## config.mk

```make
export PLATFORM = sky130hd
export DESIGN_NAME = pipe_skid_reg
export DESIGN_NICKNAME = d
export VERILOG_FILES = /design/src/rtl/pipe_skid_reg_pkg.sv /design/src/rtl/pipe_skid_reg_skid.sv /design/src/rtl/pipe_skid_reg.sv
export SDC_FILE = /design/constraint.sdc
export NUM_CORES = 1
export LEC_CHECK = 0
export BUFFER_PORTS_ARGS = -buffer_cell sky130_fd_sc_hd__buf_4
export CAP_MARGIN = 10
export CORE_UTILIZATION = 45
export CTS_BUF_LIST = sky130_fd_sc_hd__clkbuf_16
export DETAILED_ROUTE_END_ITERATION = 8
export GPL_ROUTABILITY_DRIVEN = 0
export PLACE_DENSITY = 0.72
export RECOVER_POWER = 50
export SLEW_MARGIN = 20
export SYNTH_ARGS = -nofsm -noshare
export SYNTH_HDL_FRONTEND = slang
export SYNTH_HIERARCHICAL = 1
export SYNTH_SLANG_ARGS = --single-unit
```

## constraint.sdc

```tcl
create_clock -name clk -period 1.6 [get_ports clk]
set_input_delay 0.08 -clock clk [delete_from_list [all_inputs] [get_ports clk]]
set_output_delay 0.08 -clock clk [all_outputs]
set_load 0.01 [all_outputs]
```

## src/rtl/pipe_skid_reg_pkg.sv

```systemverilog
// Shared constants and helpers for the pipe_skid_reg register chain.
package pipe_skid_reg_pkg;

  // Width of the occupancy counter: it must represent 0..2*depth entries.
  function automatic int occ_width(input int depth);
    return $clog2(2 * depth + 1);
  endfunction

endpackage

```

## src/rtl/pipe_skid_reg_skid.sv

```systemverilog
// One pipeline stage: main register M feeding downstream, skid register S
// absorbing the beat that arrives in the cycle downstream stalls.
module skid_stage #(
  parameter int               WIDTH     = 32,
  parameter logic [WIDTH-1:0] RESET_VAL = '0
) (
  input  logic             clk,
  input  logic             reset,
  input  logic             flush,
  input  logic             in_valid,
  output logic             in_ready,
  input  logic [WIDTH-1:0] in_data,
  output logic             out_valid,
  input  logic             out_ready,
  output logic [WIDTH-1:0] out_data
);

  logic             m_valid;
  logic             s_valid;
  logic [WIDTH-1:0] m_data;
  logic [WIDTH-1:0] s_data;

  // Ready depends only on the skid flop, never on out_ready.
  assign in_ready  = !s_valid;
  assign out_valid = m_valid;
  assign out_data  = m_data;

  always_ff @(posedge clk) begin
    if (reset || flush) begin
      m_valid <= 1'b0;
      s_valid <= 1'b0;
      m_data  <= RESET_VAL;
      s_data  <= RESET_VAL;
    end else if (out_ready || !m_valid) begin
      // M is free this edge: refill from S first, else from the input.
      // While S is full in_ready is low, so no new beat can arrive here.
      if (s_valid) begin
        m_valid <= 1'b1;
        m_data  <= s_data;
        s_valid <= 1'b0;
      end else begin
        m_valid <= in_valid;
        if (in_valid) begin
          m_data <= in_data;
        end
      end
    end else if (in_valid && !s_valid) begin
      s_valid <= 1'b1;
      s_data  <= in_data;
    end
  end

endmodule

```

## src/rtl/pipe_skid_reg.sv

```systemverilog
// Valid/ready pipeline register chain of DEPTH skid stages with flush and a
// registered occupancy count.
module pipe_skid_reg
  import pipe_skid_reg_pkg::*;
#(
  parameter int               WIDTH     = 32,
  parameter int               DEPTH     = 1,
  parameter logic [WIDTH-1:0] RESET_VAL = '0
) (
  input  logic                          clk,
  input  logic                          reset,
  input  logic                          flush,
  input  logic                          in_valid,
  output logic                          in_ready,
  input  logic [WIDTH-1:0]              in_data,
  output logic                          out_valid,
  input  logic                          out_ready,
  output logic [WIDTH-1:0]              out_data,
  output logic [occ_width(DEPTH)-1:0]   occupancy
);

  localparam int OCC_W = occ_width(DEPTH);

  if (DEPTH < 1) begin : g_bad_depth
    $error("pipe_skid_reg: DEPTH must be at least 1");
  end

  logic             valid [0:DEPTH];
  logic             ready [0:DEPTH];
  logic [WIDTH-1:0] data  [0:DEPTH];
  logic             in_fire;
  logic             out_fire;
  logic [OCC_W-1:0] occ;

  assign valid[0]     = in_valid;
  assign data[0]      = in_data;
  assign ready[DEPTH] = out_ready;

  for (genvar i = 0; i < DEPTH; i++) begin : g_stage
    skid_stage #(
      .WIDTH     (WIDTH),
      .RESET_VAL (RESET_VAL)
    ) u_stage (
      .clk       (clk),
      .reset     (reset),
      .flush     (flush),
      .in_valid  (valid[i]),
      .in_ready  (ready[i]),
      .in_data   (data[i]),
      .out_valid (valid[i+1]),
      .out_ready (ready[i+1]),
      .out_data  (data[i+1])
    );
  end

  // Refuse input while reset or flush is being applied so nothing offered
  // in those cycles is counted as transferred.
  assign in_ready  = ready[0] && !reset && !flush;
  assign out_valid = valid[DEPTH];
  assign out_data  = data[DEPTH];
  assign occupancy = occ;

  assign in_fire  = in_valid && in_ready;
  assign out_fire = valid[DEPTH] && out_ready;

  always_ff @(posedge clk) begin
    if (reset || flush) begin
      occ <= '0;
    end else begin
      case ({in_fire, out_fire})
        2'b10:   occ <= occ + OCC_W'(1);
        2'b01:   occ <= occ - OCC_W'(1);
        default: occ <= occ;
      endcase
    end
  end

endmodule

```

==> impl_results.html <==
<table>
<tr><th>Metric</th><th>Value</th></tr>
<tr><th colspan="2">Clock network</th></tr>
<tr><td>Number of levels in the clock H-tree</td><td>3</td></tr>
<tr><td>Clock Sink Count</td><td>68</td></tr>
<tr><td>CTS root buf</td><td>clkbuf_16</td></tr>
<tr><td>Clock latency reported for the late side of the worst-skew pair</td><td>0.33 ns</td></tr>
<tr><td>Clk slew on worst S/H paths</td><td>0.06 ns</td></tr>
<tr><td>Clock tree from TritonCTS</td><td>yes</td></tr>
<tr><td>CTS-repair resized insts</td><td>0</td></tr>
<tr><td>Number of buffers on the longest clock path</td><td>2</td></tr>
<tr><td>TritonCTS Buffers</td><td>9</td></tr>
<tr><td># hold bufs at CTS</td><td>2</td></tr>
<tr><td>Number of post-CTS setup repair buffers</td><td>0</td></tr>
<tr><th colspan="2">Global route</th></tr>
<tr><td>Antenna violations before repair</td><td>0</td></tr>
<tr><td>Maximum number of pins on one net before global-route repair</td><td>67</td></tr>
<tr><td>Final global-route overflow total</td><td>0</td></tr>
<tr><td>First-pass GRT wire length</td><td>10.6 mm</td></tr>
<tr><td>Number of global-route vias before repair</td><td>2235</td></tr>
<tr><td>GRT Resource Usage Total</td><td>between 20% and 30%</td></tr>
<tr><th colspan="2">Setup path</th></tr>
<tr><td>Cell class contributing the biggest share of worst-path delay</td><td>simple AND/OR/NAND/NOR gates</td></tr>
<tr><td>Critical path launch point type</td><td>flip-flop</td></tr>
<tr><td>Crit-path cells</td><td>inv_2 -&gt; and2_4 -&gt; nand2_1 -&gt; ha_4 -&gt; xnor2_1 -&gt; or3_1 -&gt; a21boi_1</td></tr>
<tr><td>Arrival time reported for the critical path endpoint</td><td>between 1.5 and 2 ns</td></tr>
<tr><td>Worst-path maximum fanout</td><td>7</td></tr>
<tr><td>Crit end category</td><td>flip-flop</td></tr>
<tr><td>WP data required</td><td>between 1.5 and 2 ns</td></tr>
<tr><td>Type of the setup path with the least slack</td><td>reg -&gt; reg</td></tr>
<tr><td>Number of buffers and inverters on the critical path</td><td>1</td></tr>
<tr><td>Cell with the largest stage delay on the worst path</td><td>dfxtp_2</td></tr>
<tr><td>CP peak stage delay</td><td>approximately 0.36 ns</td></tr>
<tr><th colspan="2">Power and ir drop</th></tr>
<tr><td>Switching share of power</td><td>between 20% and 30%</td></tr>
<tr><td>Clock share of power</td><td>between 40% and 50%</td></tr>
<tr><td>P per Cell Area</td><td>1100 nW/um2</td></tr>
<tr><td>Combinational Power Share</td><td>a little under a tenth</td></tr>
<tr><td>Proportion of power drawn by flip-flops and latches</td><td>43.3%</td></tr>
<tr><td>IR drop worst, VDD</td><td>605 uV</td></tr>
<tr><td>Internal</td><td>0.00310 W</td></tr>
<tr><td>Leakage power figure</td><td>1.23 nW</td></tr>
<tr><td>Overall power of the completed layout</td><td>0.00407 W</td></tr>
<tr><td>Switching component of the power</td><td>0.000969 W</td></tr>
<tr><th colspan="2">Floorplan</th></tr>
<tr><td>Number of rows in the core area</td><td>29</td></tr>
<tr><td>Die H</td><td>82.8 um</td></tr>
<tr><td>Initial cell density of the core</td><td>between 40% and 50%</td></tr>
<tr><td>Die outline width</td><td>82.8 um</td></tr>
<tr><td>Die footprint</td><td>approximately 7000 um2</td></tr>
<tr><td>Count of pins on the block boundary</td><td>73</td></tr>
<tr><td>Core outline area</td><td>6310 um2</td></tr>
<tr><th colspan="2">Routing</th></tr>
<tr><td>Total wire length</td><td>slightly below 7 mm</td></tr>
<tr><td>Initial drt markers</td><td>91</td></tr>
<tr><td>Number of routed nets with antenna violations</td><td>0</td></tr>
<tr><td>Number of vias in the routed layout</td><td>2461</td></tr>
<tr><td>Vias/cell</td><td>5.36</td></tr>
<tr><td>Average wire per standard cell</td><td>14.8 um</td></tr>
<tr><td>Residual DRC count</td><td>0</td></tr>
<tr><td>Number of search-and-repair iterations in the first detailed-routing pass</td><td>4</td></tr>
<tr><th colspan="2">Logic synthesis</th></tr>
<tr><td>Mux cell area share after synthesis</td><td>10.9%</td></tr>
<tr><td>Syn_nets</td><td>350</td></tr>
<tr><td>Simple-gate portion of the synthesized area</td><td>11.2%</td></tr>
<tr><td>#FFs+latches synth</td><td>68</td></tr>
<tr><td>Most frequently used cell type in the post-synthesis netlist</td><td>dfxtp_1</td></tr>
<tr><td>Ranking of synthesized cells by area</td><td>dfxtp_1 (46%), a211oi_2 (13%), a21oi_1 (11%)</td></tr>
<tr><td>Average footprint of a synthesized cell</td><td>9.41 um2</td></tr>
<tr><td>Area fraction in compound gates after synthesis</td><td>24.8%</td></tr>
<tr><td>Fraction of the mapped netlist area in adder cells</td><td>less than 1%</td></tr>
<tr><td>Largest family of logic cells by synthesized area</td><td>compound AO/OA/AOI/OAI gates</td></tr>
<tr><td>Predominant post-synthesis flop cell</td><td>dfxtp_1</td></tr>
<tr><td>Most area-hungry cell type in the Yosys netlist</td><td>dfxtp_1</td></tr>
<tr><td>Synth Warn #</td><td>6</td></tr>
<tr><td>Portion of the post-synthesis area used by sequential elements</td><td>46.4%</td></tr>
<tr><td>Commonest cells post-synth</td><td>dfxtp_1 (68), a21oi_1 (65), nand2_1 (65)</td></tr>
<tr><td>Synthesized cell area</td><td>approximately 3000 um2</td></tr>
<tr><td>Number of distinct library cell variants in the gate-level netlist after synthesis</td><td>25</td></tr>
<tr><td>Post-Synthesis Cells</td><td>312</td></tr>
<tr><td>XOR/XNOR share of the synthesized area</td><td>0.597%</td></tr>
<tr><td>Post-synthesis async set-or-reset flop share</td><td>0%</td></tr>
<tr><td>Number of synthesized flops with an enable pin</td><td>0</td></tr>
<tr><td>Portion of synthesized cell area occupied by the leading cell type</td><td>a little under half</td></tr>
<tr><th colspan="2">Finish</th></tr>
<tr><td>Fraction of final layout cells sized beyond drive strength 1</td><td>25.9%</td></tr>
<tr><td>Filler Cells Inserted</td><td>592</td></tr>
<tr><td>Net count, final</td><td>415</td></tr>
<tr><td>Number of inserted diodes</td><td>0</td></tr>
<tr><td>Layout-stage area growth over the synthesis result</td><td>26.2%</td></tr>
<tr><th colspan="2">Timing</th></tr>
<tr><td>Clock skew after layout</td><td>0.00511 ns</td></tr>
<tr><td>Number of hold violations in the final report</td><td>0</td></tr>
<tr><td>Post-layout worst setup margin</td><td>between 0.1 and 0.15 ns</td></tr>
<tr><td>Peak clock frequency supported by timing</td><td>0.689 GHz</td></tr>
<tr><td>Share of the clock period used by the worst path</td><td>90.7%</td></tr>
<tr><td>Remaining max-slew budget at the tightest pin</td><td>62.5%</td></tr>
<tr><td>Final count of pins violating max slew</td><td>0</td></tr>
<tr><td>Transition time at the pin with the least slew margin</td><td>0.563 ns</td></tr>
<tr><td>Tmin final</td><td>1.45 ns</td></tr>
<tr><td>Setup repair after global routing missed its margin</td><td>false</td></tr>
<tr><td>Total Neg Setup Slack</td><td>0 ns</td></tr>
<tr><td>Number of setup violations in the final report</td><td>0</td></tr>
<tr><th colspan="2">Place</th></tr>
<tr><td>Final HPWL from detailed placement</td><td>roughly 4.3 mm</td></tr>
<tr><td>Worst setup slack before clock tree synthesis</td><td>between 0.15 and 0.2 ns</td></tr>
<tr><td>Number of port buffers</td><td>between 70 and 80</td></tr>
<tr><th colspan="2">Run</th></tr>
<tr><td>Maximum Capacitance Violations</td><td>0</td></tr>
<tr><th colspan="2">Worst hold path</th></tr>
<tr><td>Class of the tightest hold or removal check</td><td>in -&gt; reg</td></tr>
<tr><th colspan="2">Outcome</th></tr>
<tr><td>Outcome</td><td>complete, no violations</td></tr>
</table>
## per-stage QoR
stage,hold WS [ns],cells,util (%),cell area (um2)
5_1_grt,0.00575,459,58.7,3710
4_1_cts,0.000803,459,61.0,3850
2_1_floorplan,0.157,312,-,2960
6_report,0.00517,459,58.7,3710
3_3_place_gp,0.258,441,56.0,3540
3_5_place_dp,0.280,441,56.0,3540
## cell families (layout without fill, tap and decap cells)
group	Yosys count	after routing
simple gates	78	78
xor+xnor	2	2
mux	32	32
compound gates	99	99
fa+ha+maj	1	1
flops	68	68
buf+inv	32	102
## flip-flops by register name, summed over array words and instances, names as in the netlist
| register | count |
|---|---|
| g_stage.u_stage/out_data | 32 |
| g_stage.u_stage/s_data | 32 |
| occupancy | 2 |
| g_stage.u_stage/out_valid | 1 |
| g_stage.u_stage/s_valid | 1 |
## per-layer routing
layer	share of wire (%)	routed length [um]	up-vias	global-route usage [%]
met5	0	0	-	0
li1	-	-	1219	-
met2	50	3400	55	35.2
met1	44	2970	1178	24.6
met3	4.9	331	9	5.90
met4	1.4	94	0	9.48
## layout make-up
cell class                      count  area [um2]  share of cell area (%)
Multi-Input combinational cell    212        1440                    38.8
Sequential cell                    68        1360                    36.8
Clock inverter                      7        67.6                    1.82
Timing Repair Buffer               85         513                    13.8
Tap cell                           77        96.3                    2.60
Inverter                            1        3.75                   0.101
Clock buffer                        9         225                    6.08
## cell usage in the layout (no fill, tap or decap), drive strengths merged, types with 2 or more instances in the layout
master,n
a211oi,32
a21oi,65
and2,3
buf,44
clkbuf,48
clkinv,4
clkinvlp,2
dfxtp,68
dlygate4sd3,2
mux2i,32
nand2,65
nor2,2
nor3,2
or2,2
## worst register-to-register path, delay by kind of cell, from the launching register on
family / cells / cell delay, ns
AO/OA/AOI/OAI: 1 / 0.16
buffers and inverters: 1 / 0.05
XOR/XNOR: 1 / 0.13
AND/OR/NAND/NOR: 3 / 0.52
flip-flops: 1 / 0.36
adder cells (fa/ha/maj): 1 / 0.16
## power groups by stage
stage                     logic, W  registers (W)  clock network [W]
final                     0.000389        0.00176            0.00192
after CTS                 0.000423        0.00176            0.00196
after floorplan           0.000222        0.00181                  0
after global placement    0.000412        0.00180                  0
after detailed placement  0.000418        0.00180                  0
after global routing      0.000424        0.00177            0.00204
## worst paths after layout
kind | slack (ns) | from | to | cells after the start
setup reg to reg | 0.15 | g_stage[0].u_stage/s_valid | occupancy[1] | 7
hold reg to reg | 0.45 | g_stage[0].u_stage/s_data[29] | g_stage[0].u_stage/s_data[29] | 2
setup / recovery | 0.15 | g_stage[0].u_stage/s_valid | occupancy[1] | 7
hold / removal | 0.005 | in_data[29] | g_stage[0].u_stage/s_data[29] | 3
Power figures use the tool's default switching activity.
